==> src/rtl/sensor_conditioner.sv <==
// Conditions the raw irrigation field inputs: 2-flop synchroniser, per-bit
// stable-count debouncer, post-reset warm-up qualifier and tank-level sanity flag.
module sensor_conditioner #(
    parameter int N_INPUTS        = 6,
    parameter int DEBOUNCE_CYCLES = 50000,
    parameter int CNT_W           = 16
) (
    input  logic                clock,
    input  logic                reset,
    input  logic [N_INPUTS-1:0] rawSensors,
    output logic [N_INPUTS-1:0] sensorsStable,
    output logic [N_INPUTS-1:0] changePulse,
    output logic                sensorsValid,
    output logic                levelInconsistent
);

    localparam logic [CNT_W-1:0] LAST_COUNT = CNT_W'(DEBOUNCE_CYCLES - 1);
    localparam logic [CNT_W-1:0] CNT_ONE    = CNT_W'(1);
    localparam logic [CNT_W-1:0] CNT_ZERO   = {CNT_W{1'b0}};
    localparam logic [N_INPUTS-1:0] BITS_ZERO = {N_INPUTS{1'b0}};

    typedef enum logic [0:0] {
        WARMUP = 1'b0,
        RUN    = 1'b1
    } state_t;

    // Tank levels must nest: high implies medium, medium implies low.
    function automatic logic levelCheck(input logic [2:0] levels);
        return (levels[2] & ~levels[1]) | (levels[1] & ~levels[0]);
    endfunction

    logic [N_INPUTS-1:0] sync1_r;
    logic [N_INPUTS-1:0] sync2_r;
    state_t              state_r;
    state_t              stateNext_s;
    logic [CNT_W-1:0]    warmCnt_r;
    logic [CNT_W-1:0]    warmCntNext_s;
    logic [CNT_W-1:0]    bitCnt_r     [N_INPUTS];
    logic [CNT_W-1:0]    bitCntNext_s [N_INPUTS];
    logic [N_INPUTS-1:0] stableNext_s;
    logic [N_INPUTS-1:0] pulseNext_s;
    logic                validNext_s;
    logic                inconsistentNext_s;
    logic                warmDone_s;

    assign warmDone_s = (warmCnt_r >= LAST_COUNT);

    // FSM state register.
    always_ff @(posedge clock) begin
        if (reset) begin
            state_r <= WARMUP;
        end else begin
            state_r <= stateNext_s;
        end
    end

    // FSM next-state logic; RUN is left only through reset.
    always_comb begin
        stateNext_s = state_r;
        case (state_r)
            WARMUP: begin
                if (warmDone_s) begin
                    stateNext_s = RUN;
                end else begin
                    stateNext_s = WARMUP;
                end
            end
            RUN:     stateNext_s = RUN;
            default: stateNext_s = WARMUP;
        endcase
    end

    // FSM output logic: next values for counters and the registered outputs.
    always_comb begin
        stableNext_s  = sensorsStable;
        pulseNext_s   = BITS_ZERO;
        validNext_s   = sensorsValid;
        warmCntNext_s = warmCnt_r;
        bitCntNext_s  = bitCnt_r;
        case (state_r)
            WARMUP: begin
                validNext_s  = 1'b0;
                stableNext_s = BITS_ZERO;
                if (warmDone_s) begin
                    // Initial load reflects the field silently: no change strobe.
                    stableNext_s = sync2_r;
                    validNext_s  = 1'b1;
                    for (int i = 0; i < N_INPUTS; i++) begin
                        bitCntNext_s[i] = CNT_ZERO;
                    end
                end else begin
                    warmCntNext_s = warmCnt_r + CNT_ONE;
                end
            end
            RUN: begin
                validNext_s = 1'b1;
                for (int i = 0; i < N_INPUTS; i++) begin
                    if (sync2_r[i] == sensorsStable[i]) begin
                        // Any agreeing cycle restarts the count, rejecting glitches.
                        bitCntNext_s[i] = CNT_ZERO;
                    end else if (bitCnt_r[i] >= LAST_COUNT) begin
                        stableNext_s[i] = sync2_r[i];
                        bitCntNext_s[i] = CNT_ZERO;
                        pulseNext_s[i]  = 1'b1;
                    end else begin
                        bitCntNext_s[i] = bitCnt_r[i] + CNT_ONE;
                    end
                end
            end
            default: begin
                stableNext_s  = BITS_ZERO;
                validNext_s   = 1'b0;
                warmCntNext_s = CNT_ZERO;
                for (int i = 0; i < N_INPUTS; i++) begin
                    bitCntNext_s[i] = CNT_ZERO;
                end
            end
        endcase
        if (validNext_s) begin
            inconsistentNext_s = levelCheck(stableNext_s[2:0]);
        end else begin
            inconsistentNext_s = 1'b0;
        end
    end

    // Synchroniser, counters and registered outputs.
    always_ff @(posedge clock) begin
        if (reset) begin
            sync1_r           <= BITS_ZERO;
            sync2_r           <= BITS_ZERO;
            warmCnt_r         <= CNT_ZERO;
            sensorsStable     <= BITS_ZERO;
            changePulse       <= BITS_ZERO;
            sensorsValid      <= 1'b0;
            levelInconsistent <= 1'b0;
            for (int i = 0; i < N_INPUTS; i++) begin
                bitCnt_r[i] <= CNT_ZERO;
            end
        end else begin
            sync1_r           <= rawSensors;
            sync2_r           <= sync1_r;
            warmCnt_r         <= warmCntNext_s;
            sensorsStable     <= stableNext_s;
            changePulse       <= pulseNext_s;
            sensorsValid      <= validNext_s;
            levelInconsistent <= inconsistentNext_s;
            for (int i = 0; i < N_INPUTS; i++) begin
                bitCnt_r[i] <= bitCntNext_s[i];
            end
        end
    end

endmodule

==> config.mk <==
export PLATFORM = sky130hd
export DESIGN_NAME = sensor_conditioner
export DESIGN_NICKNAME = d
export VERILOG_FILES = /design/src/rtl/sensor_conditioner.sv
export SDC_FILE = /design/constraint.sdc
export NUM_CORES = 1
export LEC_CHECK = 0
export CAP_MARGIN = 5
export CORE_UTILIZATION = 30
export CTS_BUF_LIST = sky130_fd_sc_hd__clkbuf_4 sky130_fd_sc_hd__clkbuf_8 sky130_fd_sc_hd__clkbuf_16
export DETAILED_ROUTE_END_ITERATION = 8
export GPL_TIMING_DRIVEN = 1
export PLACE_DENSITY = 0.55
export SLEW_MARGIN = 25
export SYNTH_ARGS = -nofsm -noshare
export SYNTH_HDL_FRONTEND = slang
export SYNTH_SLANG_ARGS = --single-unit
==> constraint.sdc <==
create_clock -name clock -period 3.8 [get_ports clock]
set_input_delay 0.76 -clock clock [delete_from_list [all_inputs] [get_ports clock]]
set_output_delay 0.76 -clock clock [all_outputs]
set_load 0.01 [all_outputs]
==> metrics.cfg, run 1 <==
[worst_setup_path]
startpoint_type=flip-flop
critPathBufInv=1
cp_top_family=simple AND/OR/NAND/NOR gates
worstPathCellList=or4_1 -> a31o_2 -> or2_1 -> buf_4 -> o311a_1 -> a211oi_1
worstRegToRegCells=6
criticalPathCategory=flip-flop to flip-flop
cp.arrival_ns=3.01
slowest_stage=or2_1
required_ns=4.15
path_max_fanout=36
cpPeakStageDelay_ns=0.54
crit_path_end_kind=flip-flop
r2r-end=bitCnt_r[82]
ff2ff_setup_slack_ns=1.14
r2r_start=warmCnt_r[10]

[cts]
clockBufferDepth=2
clkTransAtPathRegs_ns=0.06
clk_latency_ns=0.43
post_cts_buffers=0
cts_num_sinks=138
cts_tree=done
cts_resized=0
cts_max_level=4
cts_buffers=17
cts-root-buf=clkbuf_16
cts-hold-fix-buffers=0

[logic_synthesis]
synth_most_common_cell=dfxtp_1
synth_top_area_share_pct=41.5
ys_async_sr_fraction_pct=0
ys_seq_area_share_pct=41.5
synthesis.area_mm2=0.00665
synth_simple_gate_area_share_pct=24.5
synthCells=774
synth_ff_type=dfxtp_1
synth_top_family_by_area=simple AND/OR/NAND/NOR gates
muxShareOfSynthArea_pct=1.90
yosys_warnings=0
synth_commonest_cells=dfxtp_1 (138), nor2_1 (68), nand2_1 (61)
synth_compound_area_share_pct=20.1
synth_adder_area_share_pct=1.32
synth_edf_count=0
synth_nets=789
synth_seq_cells=138
syn_area_per_cell_um2=8.59
synth.area.top_cells=dfxtp_1 (42%), nor2_1 (3.8%), xor2_1 (3.8%), o21ai_0 (3.5%), nand2_1 (3.4%)
synthXorXnorAreaFrac_pct=6.32
synthDistinctLibCells=61
synth_top_area_cell=dfxtp_1

[cells_and_area]
ff_latch_area_mm2=0.00276
multi_input_area_mm2=0.00362
fillers=2282
final_util_pct=35.4
syn2layout_area_growth_pct=15.9
fin_nets=801
antenna_cells=0
drive_gt1_share_pct=8.64
fin_cells=1079

[floorplanning]
io_pins=22
core_area_mm2=0.0218
row_count=54
initial_utilization_pct=30.6
dieWidth_um=151
fp.dieArea_mm2=0.0228
die_y_um=151

[timing]
rsz0062_at_grt=no
slew-limit-headroom_pct=43.2
layout_setup_ws_ns=1.14
fmax_mhz=376
final_max_slew_viol_count=0
tightest_slew_ns=0.852
setup-tns-final_ns=0
period_minus_slack_ns=2.66
min_period_over_period_pct=70.0
finalClockSkew_ns=0.00509
finalHoldViolCount=0
setup_viol=0

[global_route]
grt.overflow.total=0
antenna_found_initial=0
grt_pass1_wl_um=25800
grt_max_degree=42
grt_pass1_vias=5216
track_usage_pct=14.4

[drt]
vias=5559
drc=0
viasPerCell=5.15
wirelength_um=15100
drt_iter0_drc=249
ant_nets=0
wire_per_inst_um=14.0
firstDrtPassIters=6

[power]
p_leak_uw=0.00252
ir_drop_v=0.000243
power_density_mw_per_mm2=419

[min_path]
holdPathStages=1
hold_path.startpoint=sync1_r[0]
hold-path-endpoint=sync2_r[0]
hold_class=flip-flop to flip-flop

[flow_run]
max_cap_violations=0

[place]
finalWeightedCongestion=0.770
dp_slack_ns=1.12
port_buffers=21
hpwl_um=10100
dp.cells=1047

[run_status]
status=finished, final reports clean

[through the flow]
step	hold WS, ns	instance area (µm²)	total power [µW]
global route	0.455	7710	3350
detailed placement	0.427	7100	1550
floorplan	0.414	6650	1530
CTS	0.442	7700	3270
finish	0.436	7710	3230
global placement	0.416	7100	1550
[power breakdown]
part / switching [µW] / total, µW / internal, µW
registers: 5.07 / 1460 / 1460
logic: 37.9 / 60.7 / 22.8
clock network: 679 / 1710 / 1030
total: 722 / 3230 / 2510
[sequential cells by signal, indices dropped and copies added (netlist names), named ones only]
| signal | flops |
|---|---|
| changePulse | 6 |
| sensorsStable | 5 |
| sync2_r | 6 |
| bitCnt_r | 96 |
| levelInconsistent | 1 |
| sensorsValid | 1 |
| warmCnt_r | 16 |
| sync1_r | 6 |
[layout make-up]
cell class / instances / area share [%]
flip-flops and latches: 138 / 35.8
inverters: 24 / 1.17
repair buffers: 32 / 3.73
well taps: 280 / 4.54
clock inverters: 15 / 2.29
multi-input cells: 573 / 46.9
clock buffers: 17 / 5.52
[worst max-delay path by stage]
stage | cells after the start | endpoint | slack (ns) | start
final | 6 | bitCnt_r[82] | 1.14 | warmCnt_r[10]
after global routing | 7 | bitCnt_r[63] | 0.94 | warmCnt_r[0]
after CTS | 6 | bitCnt_r[82] | 1.10 | warmCnt_r[10]
after detailed placement | 6 | bitCnt_r[82] | 1.12 | warmCnt_r[10]
after global placement | 5 | bitCnt_r[48] | 1.09 | warmCnt_r[12]
after floorplan | 7 | bitCnt_r[42] | 1.43 | reset
[metal layers]
metal	routed length (µm)	GRT usage, %	share of wire [%]
met1	7440	18.8	49
met2	6830	22.6	45
met3	517	3.31	3.4
met4	267	6.30	1.8
met5	0	0	0
[cells by family (layout without fill, tap and decap cells)]
kind of cell / after synthesis / in the layout
compound gates: 197 / 197
xor+xnor: 48 / 48
fa+ha+maj: 7 / 7
buf+inv: 63 / 88
flops: 138 / 138
mux: 12 / 12
simple gates: 309 / 309
[cells in the final DEF (no fill, tap or decap), types with 7 or more instances in the layout]
cell type and instances:
and3_1 20, a211oi_1 7, dfxtp_1 138, a311oi_1 14, nand4_1 16, nor3_1 18
nand3_1 31, ha_1 7, clkdlybuf4s50_1 20, o2111ai_1 16, mux2i_1 7, nor2_1 68
clkbuf_16 17, nand2b_1 11, o211ai_1 9, o21ai_0 46, nor4_1 18, xnor2_1 19
nand2_1 61, a41oi_1 11, a21oi_1 44, xor2_1 29, or3_1 10, inv_1 24
buf_4 11, nor2b_1 22, a22o_1 7
Note: power is estimated with default switching activity, not from simulation.
==> inputs of run 2 (changes only) <==
--- a/config.mk
+++ b/config.mk
@@ -10,7 +10,7 @@
 export CTS_BUF_LIST = sky130_fd_sc_hd__clkbuf_4 sky130_fd_sc_hd__clkbuf_8 sky130_fd_sc_hd__clkbuf_16
 export DETAILED_ROUTE_END_ITERATION = 8
 export GPL_TIMING_DRIVEN = 1
-export PLACE_DENSITY = 0.55
+export PLACE_DENSITY = 0.56
 export SLEW_MARGIN = 25
 export SYNTH_ARGS = -nofsm -noshare
 export SYNTH_HDL_FRONTEND = slang
==> constraint.sdc (replaced) <==
create_clock -name clock -period 2.4 [get_ports clock]
set_input_delay 0.48 -clock clock [delete_from_list [all_inputs] [get_ports clock]]
set_output_delay 0.48 -clock clock [all_outputs]
set_load 0.01 [all_outputs]
==> metrics.cfg, run 2 (synthesis gave the netlist of run 1 again) <==
[timing]
final_max_slew_viol_count=0  ; unchanged
finalClockSkew_ns=0.00916  ; +0.00407 ns
slew-limit-headroom_pct=56.7  ; +13 points
tightest_slew_ns=0.647  ; -0.205 ns
setup_viol=0  ; unchanged
setup-tns-final_ns=0  ; unchanged
fmax_mhz=446  ; +19%
finalHoldViolCount=0  ; unchanged
period_minus_slack_ns=2.24  ; -0.416 ns
rsz0062_at_grt=no
min_period_over_period_pct=93.5  ; +23 points

[cells_and_area]
antenna_cells=0  ; unchanged
fin_cells=1096  ; +1.6%
syn2layout_area_growth_pct=18.1
reg_top3=bitCnt_r x96, warmCnt_r x16
layout_commonest_cell=dfxtp_1
final_cell_mix=dfxtp_1 (138), nor2_1 (68), nand2_1 (61), o21ai_0 (46), a21oi_1 (44)
drive_gt1_share_pct=10.4  ; +1.8 points
regMostFlops=bitCnt_r
largest_reg_flops=96  ; unchanged
fin_nets=820  ; +2.4%

[floorplanning]
dieWidth_um=151  ; unchanged
die_y_um=151  ; unchanged
io_pins=22  ; unchanged
initial_utilization_pct=30.6  ; unchanged
fp.dieArea_mm2=0.0228  ; unchanged
core_area_mm2=0.0218  ; unchanged
row_count=54  ; unchanged

[min_path]
holdPathStages=1  ; unchanged
hold_class=flip-flop to flip-flop

[power]
power_density_mw_per_mm2=628  ; +50%
ir_drop_v=0.000501  ; +110%
p_leak_uw=0.00264  ; +4.8%
p_total_uw=4930  ; +53%

[cts]
cts_max_level=4  ; unchanged
clockBufferDepth=2  ; unchanged
clkTransAtPathRegs_ns=0.05  ; about the same
post_cts_buffers=0  ; unchanged
cts_num_sinks=138  ; unchanged
cts_resized=0  ; unchanged
clk_latency_ns=0.42  ; about the same
cts-root-buf=clkbuf_16
cts-hold-fix-buffers=0  ; unchanged
cts_buffers=17  ; unchanged
cts_tree=done

[global_route]
track_usage_pct=14.0  ; -0.37 points
grt_pass1_wl_um=25200  ; -2.3%
antenna_found_initial=0  ; unchanged
grt_pass1_vias=5087  ; -2.5%
grt_max_degree=73  ; +74%
grt.overflow.total=0  ; unchanged

[drt]
drt_iter0_drc=272  ; +9.2%
wirelength_um=15100  ; +0.21%
firstDrtPassIters=5  ; -1
vias=5621  ; +1.1%
ant_nets=0  ; unchanged
viasPerCell=5.13  ; -0.45%
drc=0  ; unchanged
wire_per_inst_um=13.8  ; -1.3%

[worst_setup_path]
criticalPathCategory=flip-flop to flip-flop
startpoint_type=flip-flop
worstPathCellList=or4_1 -> a31o_2 -> buf_4 -> or3_1 -> o21a_1 -> o21ai_1
cp.arrival_ns=2.59  ; -0.42 ns
path_max_fanout=10  ; -72%
slowest_stage=or4_1
crit_path_end_kind=flip-flop
required_ns=2.75  ; -1.40 ns
cpPeakStageDelay_ns=0.51  ; -0.03 ns
worstRegToRegCells=6  ; unchanged

[place]
dp.cells=1066  ; +1.8%
hpwl_um=10100  ; +0.13%
port_buffers=21  ; unchanged
finalWeightedCongestion=0.769  ; -0.13%

[flow_run]
max_cap_violations=0  ; unchanged

[run_status]
status=finished, final reports clean

==> run 2: layout make-up <==
class	count	area (µm²)
clock inverters	2	35.0
flip-flops and latches	138	2760
fillers	2235	13900
multi-input cells	573	3610
clock buffers	28	533
well taps	280	350
inverters	24	90.1
repair buffers	51	468
==> run 2: path summary, 6_finish.rpt <==
| kind | start | end | slack, ns |
|---|---|---|---|
| setup / recovery | warmCnt_r[10] | bitCnt_r[29] | 0.16 |
| hold / removal | sync1_r[1] | sync2_r[1] | 0.43 |
| setup reg to reg | warmCnt_r[10] | bitCnt_r[29] | 0.16 |
| hold reg to reg | sync1_r[1] | sync2_r[1] | 0.43 |
==> run 2: routing by layer <==
layer  part of all wire [%]  GRT usage (%)
met5                      0              0
met4                   0.38           3.90
met3                    2.8           3.80
met2                     46           21.3
met1                     51           19.3
==> run 2: power by group <==
part	leakage, µW	switching (µW)	internal, µW
sequential	0.00111	8.19	2310
combinational	0.00124	58.8	41.5
clock	0.000289	917	1600
==> run 2: critical path: cells and delay by family (launching register included) <==
kind / cells / cell delay, ns
flip-flops: 1 / 0.30
AND/OR/NAND/NOR: 2 / 1.00
AO/OA/AOI/OAI: 3 / 0.65
buffers and inverters: 1 / 0.21
==> run 2: per-stage QoR <==
step	hold slack, ns	instance area (µm²)	utilization, %	worst slack (ns)
global placement	0.416	7280	33.5	0.164
global route	0.451	7850	36.1	0.0341
detailed placement	0.425	7280	33.5	0.137
CTS	0.437	7850	36.1	0.0875
floorplan	0.414	6650	-	0.302
finish	0.435	7850	36.1	0.156
